**config.mk**
```make
export PLATFORM = sky130hd
export DESIGN_NAME = eth_tx_arbiter
export DESIGN_NICKNAME = d
export VERILOG_FILES = /design/src/rtl/eth_tx_arbiter.sv
export SDC_FILE = /design/constraint.sdc
export NUM_CORES = 1
export LEC_CHECK = 0
export ABC_AREA = 0
export BUFFER_PORTS_ARGS = -buffer_cell sky130_fd_sc_hd__buf_2
export CAP_MARGIN = 40
export CORE_ASPECT_RATIO = 1.5
export CORE_MARGIN = 8
export CORE_UTILIZATION = 25
export CTS_BUF_LIST = sky130_fd_sc_hd__clkbuf_8
export CTS_CLUSTER_DIAMETER = 50
export DETAILED_ROUTE_END_ITERATION = 7
export SLEW_MARGIN = 5
export SYNTH_ARGS = -nofsm -noshare
export SYNTH_HDL_FRONTEND = slang
export SYNTH_SLANG_ARGS = --single-unit
```
**constraint.sdc**
```tcl
create_clock -name clk -period 2 [get_ports clk]
set_input_delay 0.4 -clock clk [delete_from_list [all_inputs] [get_ports clk]]
set_output_delay 0.4 -clock clk [all_outputs]
set_load 0.01 [all_outputs]
```
**src/rtl/eth_tx_arbiter.sv**
```systemverilog
// eth_tx_arbiter: round-robin owner of the shared TX byte path, holds grant per frame and enforces the IFG.
// Optional stall watchdog compiled in with ETH_TX_TIMEOUT_EN.
module eth_tx_arbiter #(
  parameter int NUM_REQ        = 2,
  parameter int IFG_CYCLES     = 48,
  parameter int TIMEOUT_CYCLES = 1024
) (
  input  logic                 clk,
  input  logic                 resetn,
  input  logic [NUM_REQ-1:0]   req,
  input  logic [8*NUM_REQ-1:0] src_data,
  input  logic [NUM_REQ-1:0]   src_valid,
  input  logic [NUM_REQ-1:0]   src_last,
  output logic [NUM_REQ-1:0]   src_ready,
  output logic [NUM_REQ-1:0]   grant,
  output logic [7:0]           tx_data,
  output logic                 tx_valid,
  output logic                 tx_last,
  input  logic                 tx_ready,
  output logic                 tx_abort,
  output logic                 busy
);
  localparam int IW = $clog2(NUM_REQ);
  typedef enum logic [1:0] {IDLE, STREAM, GAP} state_t;
  if (NUM_REQ < 2 || NUM_REQ > 8) $error("NUM_REQ out of range");
  if (IFG_CYCLES < 1 || IFG_CYCLES > 255) $error("IFG_CYCLES out of range");
  if (TIMEOUT_CYCLES < 2) $error("TIMEOUT_CYCLES out of range");
  state_t state_q, state_d;
  logic [NUM_REQ-1:0] grant_q, grant_d;
  logic [IW-1:0] rr_ptr_q, rr_ptr_d;
  logic [7:0] gap_cnt_q, gap_cnt_d;
  logic xfer;
  always_comb begin
    tx_data  = '0;
    tx_valid = 1'b0;
    tx_last  = 1'b0;
    for (int i = 0; i < NUM_REQ; i++) begin
      if (grant_q[i]) begin
        tx_data  = src_data[8*i +: 8];
        tx_valid = src_valid[i];
        tx_last  = src_last[i];
      end
    end
  end
  assign src_ready = grant_q & {NUM_REQ{tx_ready}};
  assign xfer      = tx_valid & tx_ready;
  assign grant     = grant_q;
  assign busy      = state_q != IDLE;
`ifdef ETH_TX_TIMEOUT_EN
  localparam int SW = $clog2(TIMEOUT_CYCLES) + 1;
  logic [SW-1:0] stall_cnt_q, stall_cnt_d;
  assign tx_abort    = state_q == STREAM && !xfer && stall_cnt_q == SW'(TIMEOUT_CYCLES - 1);
  assign stall_cnt_d = (state_q != STREAM || xfer) ? '0 : stall_cnt_q + SW'(1);
  always_ff @(posedge clk or negedge resetn)
    if (!resetn) stall_cnt_q <= '0;
    else stall_cnt_q <= stall_cnt_d;
`else
  assign tx_abort = 1'b0;
`endif
  always_comb begin
    int idx;
    logic found;
    idx       = 0;
    found     = 1'b0;
    state_d   = state_q;
    grant_d   = grant_q;
    rr_ptr_d  = rr_ptr_q;
    gap_cnt_d = gap_cnt_q;
    unique case (state_q)
      IDLE: begin
        // circular search beginning just after the last winner
        for (int k = 1; k <= NUM_REQ; k++) begin
          idx = (int'(rr_ptr_q) + k) % NUM_REQ;
          if (!found && req[idx]) begin
            found        = 1'b1;
            grant_d      = '0;
            grant_d[idx] = 1'b1;
            rr_ptr_d     = IW'(idx);
            state_d      = STREAM;
          end
        end
      end
      STREAM: begin
        if ((xfer && tx_last) || tx_abort) begin
          grant_d   = '0;
          gap_cnt_d = 8'(IFG_CYCLES - 1);
          state_d   = GAP;
        end
      end
      GAP: begin
        state_d   = gap_cnt_q == 8'd0 ? IDLE : GAP;
        gap_cnt_d = gap_cnt_q == 8'd0 ? gap_cnt_q : gap_cnt_q - 8'd1;
      end
      default: state_d = IDLE;
    endcase
  end
  always_ff @(posedge clk or negedge resetn)
    if (!resetn) begin
      state_q   <= IDLE;
      grant_q   <= '0;
      rr_ptr_q  <= IW'(NUM_REQ - 1);
      gap_cnt_q <= '0;
    end else begin
      state_q   <= state_d;
      grant_q   <= grant_d;
      rr_ptr_q  <= rr_ptr_d;
      gap_cnt_q <= gap_cnt_d;
    end
endmodule

```
==> impl_metrics.csv <==
group,metric,value,unit
run_status,status,"finished, final reports clean",
detailed_routing,ant_nets,0,
sta,setup_viol,0,
finish,ff_latch_area,326.6,µm²
finish,multi_input_area,519.2,µm²
critical_path,r2r_cells,6,
finish,final_common_cell,"buf_2",
critical_path,rrSetupSlack,0.30,ns
synth,syn_area_per_cell,9.326,µm²
clocking,h-tree-depth,1,
critical_path,crit_path_end,"tx_data[3]",
floorplan,core_area,0.003581,mm²
synth,synth.ff_latch_count,13,
synth,yosysSeqAreaShare,36.10,%
global_route,grt.total_usage,9.075,%
finish,final_area,0.001189,mm²
placed_design,port-buffer-count,39,
placed_design,dp.cells,177,
pwr,vdd_drop_max,0.0003848,V
global_route,grt_pass1_wl,4188,µm
finish,areaGrowthSynthToFinish,31.40,%
synth,syn_nets,124,
finish,stdcell_count,181,
sta,tns,0,ns
sta,hold_viol,0,
sta,max_freq,562.0,MHz
pwr,power,1.431,mW
pwr,seqPwrFrac,36.2,%
synth,ys_types,39,
pwr,powerDensity,1204,mW/mm²
sta,post-route-period-util,88.97,%
sta,layout_min_cycle_time,1.779,ns
placed_design,dpl_cell_area,0.001141,mm²
detailed_routing,drc_errors,0,
finish,final_cell_mix,"39 x buf_2, 12 x nand2_1, 12 x dfrtp_1",
critical_path,endpoint_kind,"output port",
floorplan,die_y,89.68,µm
floorplan,design.die.area,0.005839,mm²
detailed_routing,wl_met1,938,µm
finish,utilization,33.19,%
finish,num-fill-cells,371,
detailed_routing,routedWlPerCell,14.55,µm
floorplan,io_pins,41,
detailed_routing,top_layer,"met4",
pwr,power.switching,0.6045,mW
detailed_routing,wl_met3,372,µm
synth,syn_inst,97,
clocking,clk_pin_slew_worst_paths,0.06,ns
critical_path,crit_start,"grant[0]",
clocking,post_cts_buffers,0,
detailed_routing,routed-via-count,894,
finish,drive_gt1_share,39.13,%
clocking,clock_path_buffers,2,
worst_hold_path,holdCritPathClass,"input port to async pin",
critical_path,worstPathRequired,1.60,ns
run,drv_cap,0,
finish,antenna_cells,0,
clocking,cts_buffers,3,
detailed_routing,routed_via_density,4.939,
clocking,cts_hold_buffers,0,
detailed_routing,finalWirelength,2634,µm
sta,clock_skew,0.004255,ns
floorplan,die_w,65.12,µm
pwr,combPwrFrac,47.8,%
clocking,insertion_delay,0.24,ns
clocking,cts_resized,0,
floorplan,rows,27,
critical_path,path_class,"register to output port",
pwr,swShare,42.23,%
critical_path,r2r_end,"gap_cnt_q[5]",
sta,maxSlewViolCount,0,
finish,nNetsFinal,166,
synth,syn_area,904.6,µm²
clocking,cts-root-buf,"clkbuf_8",
global_route,grt_max_degree,14,
placed_design,dp.final_hpwl,2129,µm
pwr,p_leak,0.5571,nW
detailed_routing,wl_met2,1243,µm
placed_design,routabilityCongestion,0.8006,
detailed_routing,drt_first_pass_iters,3,
pwr,internal_power,0.8270,mW
sta,rsz0062_at_grt,"false",
clocking,cts_tree,"built",
critical_path,critPathLaunchType,"register",
global_route,antenna_found_initial,0,
floorplan,start_util,25.26,%
critical_path,reg2reg_from,"gap_cnt_q[0]",
critical_path,crit_fanout,8,
detailed_routing,drt_iter0_drc,69,
global_route,grt_overflow_total,0,
critical_path,arrival,1.38,ns
synth,ys_warn_count,0,
clocking,cts_sinks,13,
pwr,p_clk_share,15.9,%
global_route,grt_pass1_vias,955,
[worst min-delay path by stage]
| stage | from | endpoint | slack (ns) | cells past startpoint |
|---|---|---|---|---|
| 6_report | resetn | gap_cnt_q[1] | 0.04 | 1 |
| 5_1_grt | resetn | grant[1] | 0.06 | 1 |
| 4_1_cts | resetn | gap_cnt_q[6] | 0.04 | 1 |
| 3_5_place_dp | resetn | grant[1] | 0.31 | 1 |
| 3_3_place_gp | resetn | grant[1] | 0.30 | 1 |
| 2_1_floorplan | resetn | gap_cnt_q[0] | 0.10 | 0 |
[power by group through the flow]
stage / clock network [mW] / logic [mW] / registers, mW
2_1_floorplan: 0 / 0.473 / 0.481
3_3_place_gp: 0 / 0.670 / 0.511
3_5_place_dp: 0 / 0.690 / 0.519
4_1_cts: 0.237 / 0.692 / 0.517
5_1_grt: 0.251 / 0.766 / 0.538
6_report: 0.228 / 0.685 / 0.519
[cell usage after synthesis]
master / n / share of area (%)
clkbuf_1: 1 / 0.41
nor4_1: 1 / 0.69
dfstp_2: 1 / 2.9
o211ai_1: 2 / 1.7
or3_1: 1 / 0.69
o22ai_1: 3 / 2.1
a21oi_2: 1 / 0.97
o21ai_2: 1 / 0.97
nand2_1: 12 / 5.0
o21ai_0: 1 / 0.55
and4b_1: 1 / 1.1
conb_1: 1 / 0.41
a22o_1: 9 / 8.7
o2111ai_4: 1 / 2.9
inv_1: 9 / 3.7
dfrtp_1: 12 / 33
nor4_2: 1 / 1.4
nand2b_4: 1 / 1.5
buf_2: 1 / 0.55
nor2b_1: 1 / 0.69
or3_4: 1 / 1.2
nor3_1: 3 / 1.7
and2_1: 2 / 1.4
nor2_1: 4 / 1.7
a32oi_1: 2 / 1.9
buf_6: 1 / 1.2
o21ba_2: 1 / 1.1
mux2i_1: 3 / 3.3
nand2b_1: 2 / 1.4
nor4b_4: 1 / 2.6
xnor2_1: 1 / 0.97
a2bb2oi_1: 1 / 0.97
a21oi_1: 4 / 2.2
and3_1: 2 / 1.4
o21a_1: 1 / 0.83
buf_4: 1 / 0.83
o21ai_1: 3 / 1.7
ha_1: 2 / 2.8
a31oi_1: 1 / 0.69
[metal layers]
metal / vias up / track usage, %
met5: - / 0
met3: 9 / 3.354
met1: 407 / 8.059
met2: 47 / 17.06
li1: 431 / -
met4: 0 / 5.378
[state kept, by name, indices dropped and copies added, names as in the netlist]
register / flops
state_q: 2
grant: 2
rr_ptr_q: 1
gap_cnt_q: 8
[worst max-delay path, cell delays in order, from the launching register on]
cell and delay (ns):
dfrtp_1 0.44, inv_1 0.09, nor2_2 0.30, a22o_1 0.18, buf_2 0.12
[layout make-up]
cell class | instances | share of cell area [%]
well taps | 43 | 4.526
flip-flops and latches | 13 | 27.47
multi-input cells | 71 | 43.68
clock inverters | 1 | 0.3158
inverters | 9 | 2.842
clock buffers | 3 | 3.474
repair buffers | 41 | 17.68
[per-stage QoR]
step	hold WS [ns]	setup WS, ns
2_1_floorplan	0.1044	0.5111
3_3_place_gp	0.2972	0.3659
3_5_place_dp	0.3083	0.3287
4_1_cts	0.04386	0.06534
5_1_grt	0.06239	0.08229
6_report	0.04020	0.2205
[cell families (layout without fill, tap and decap cells)]
kind of cell,count (synthesis),count (layout),synth area share (%)
AND/OR/NAND/NOR,33,33,22.41
AO/OA/AOI/OAI,31,31,27.25
flip-flops,13,13,36.10
buffers and inverters,13,54,6.776
multiplexers,3,3,3.320
adder cells (fa/ha/maj),2,2,2.766
other,1,1,0.4145
XOR/XNOR,1,1,0.9684
Note: power is estimated with default switching activity, not from simulation.
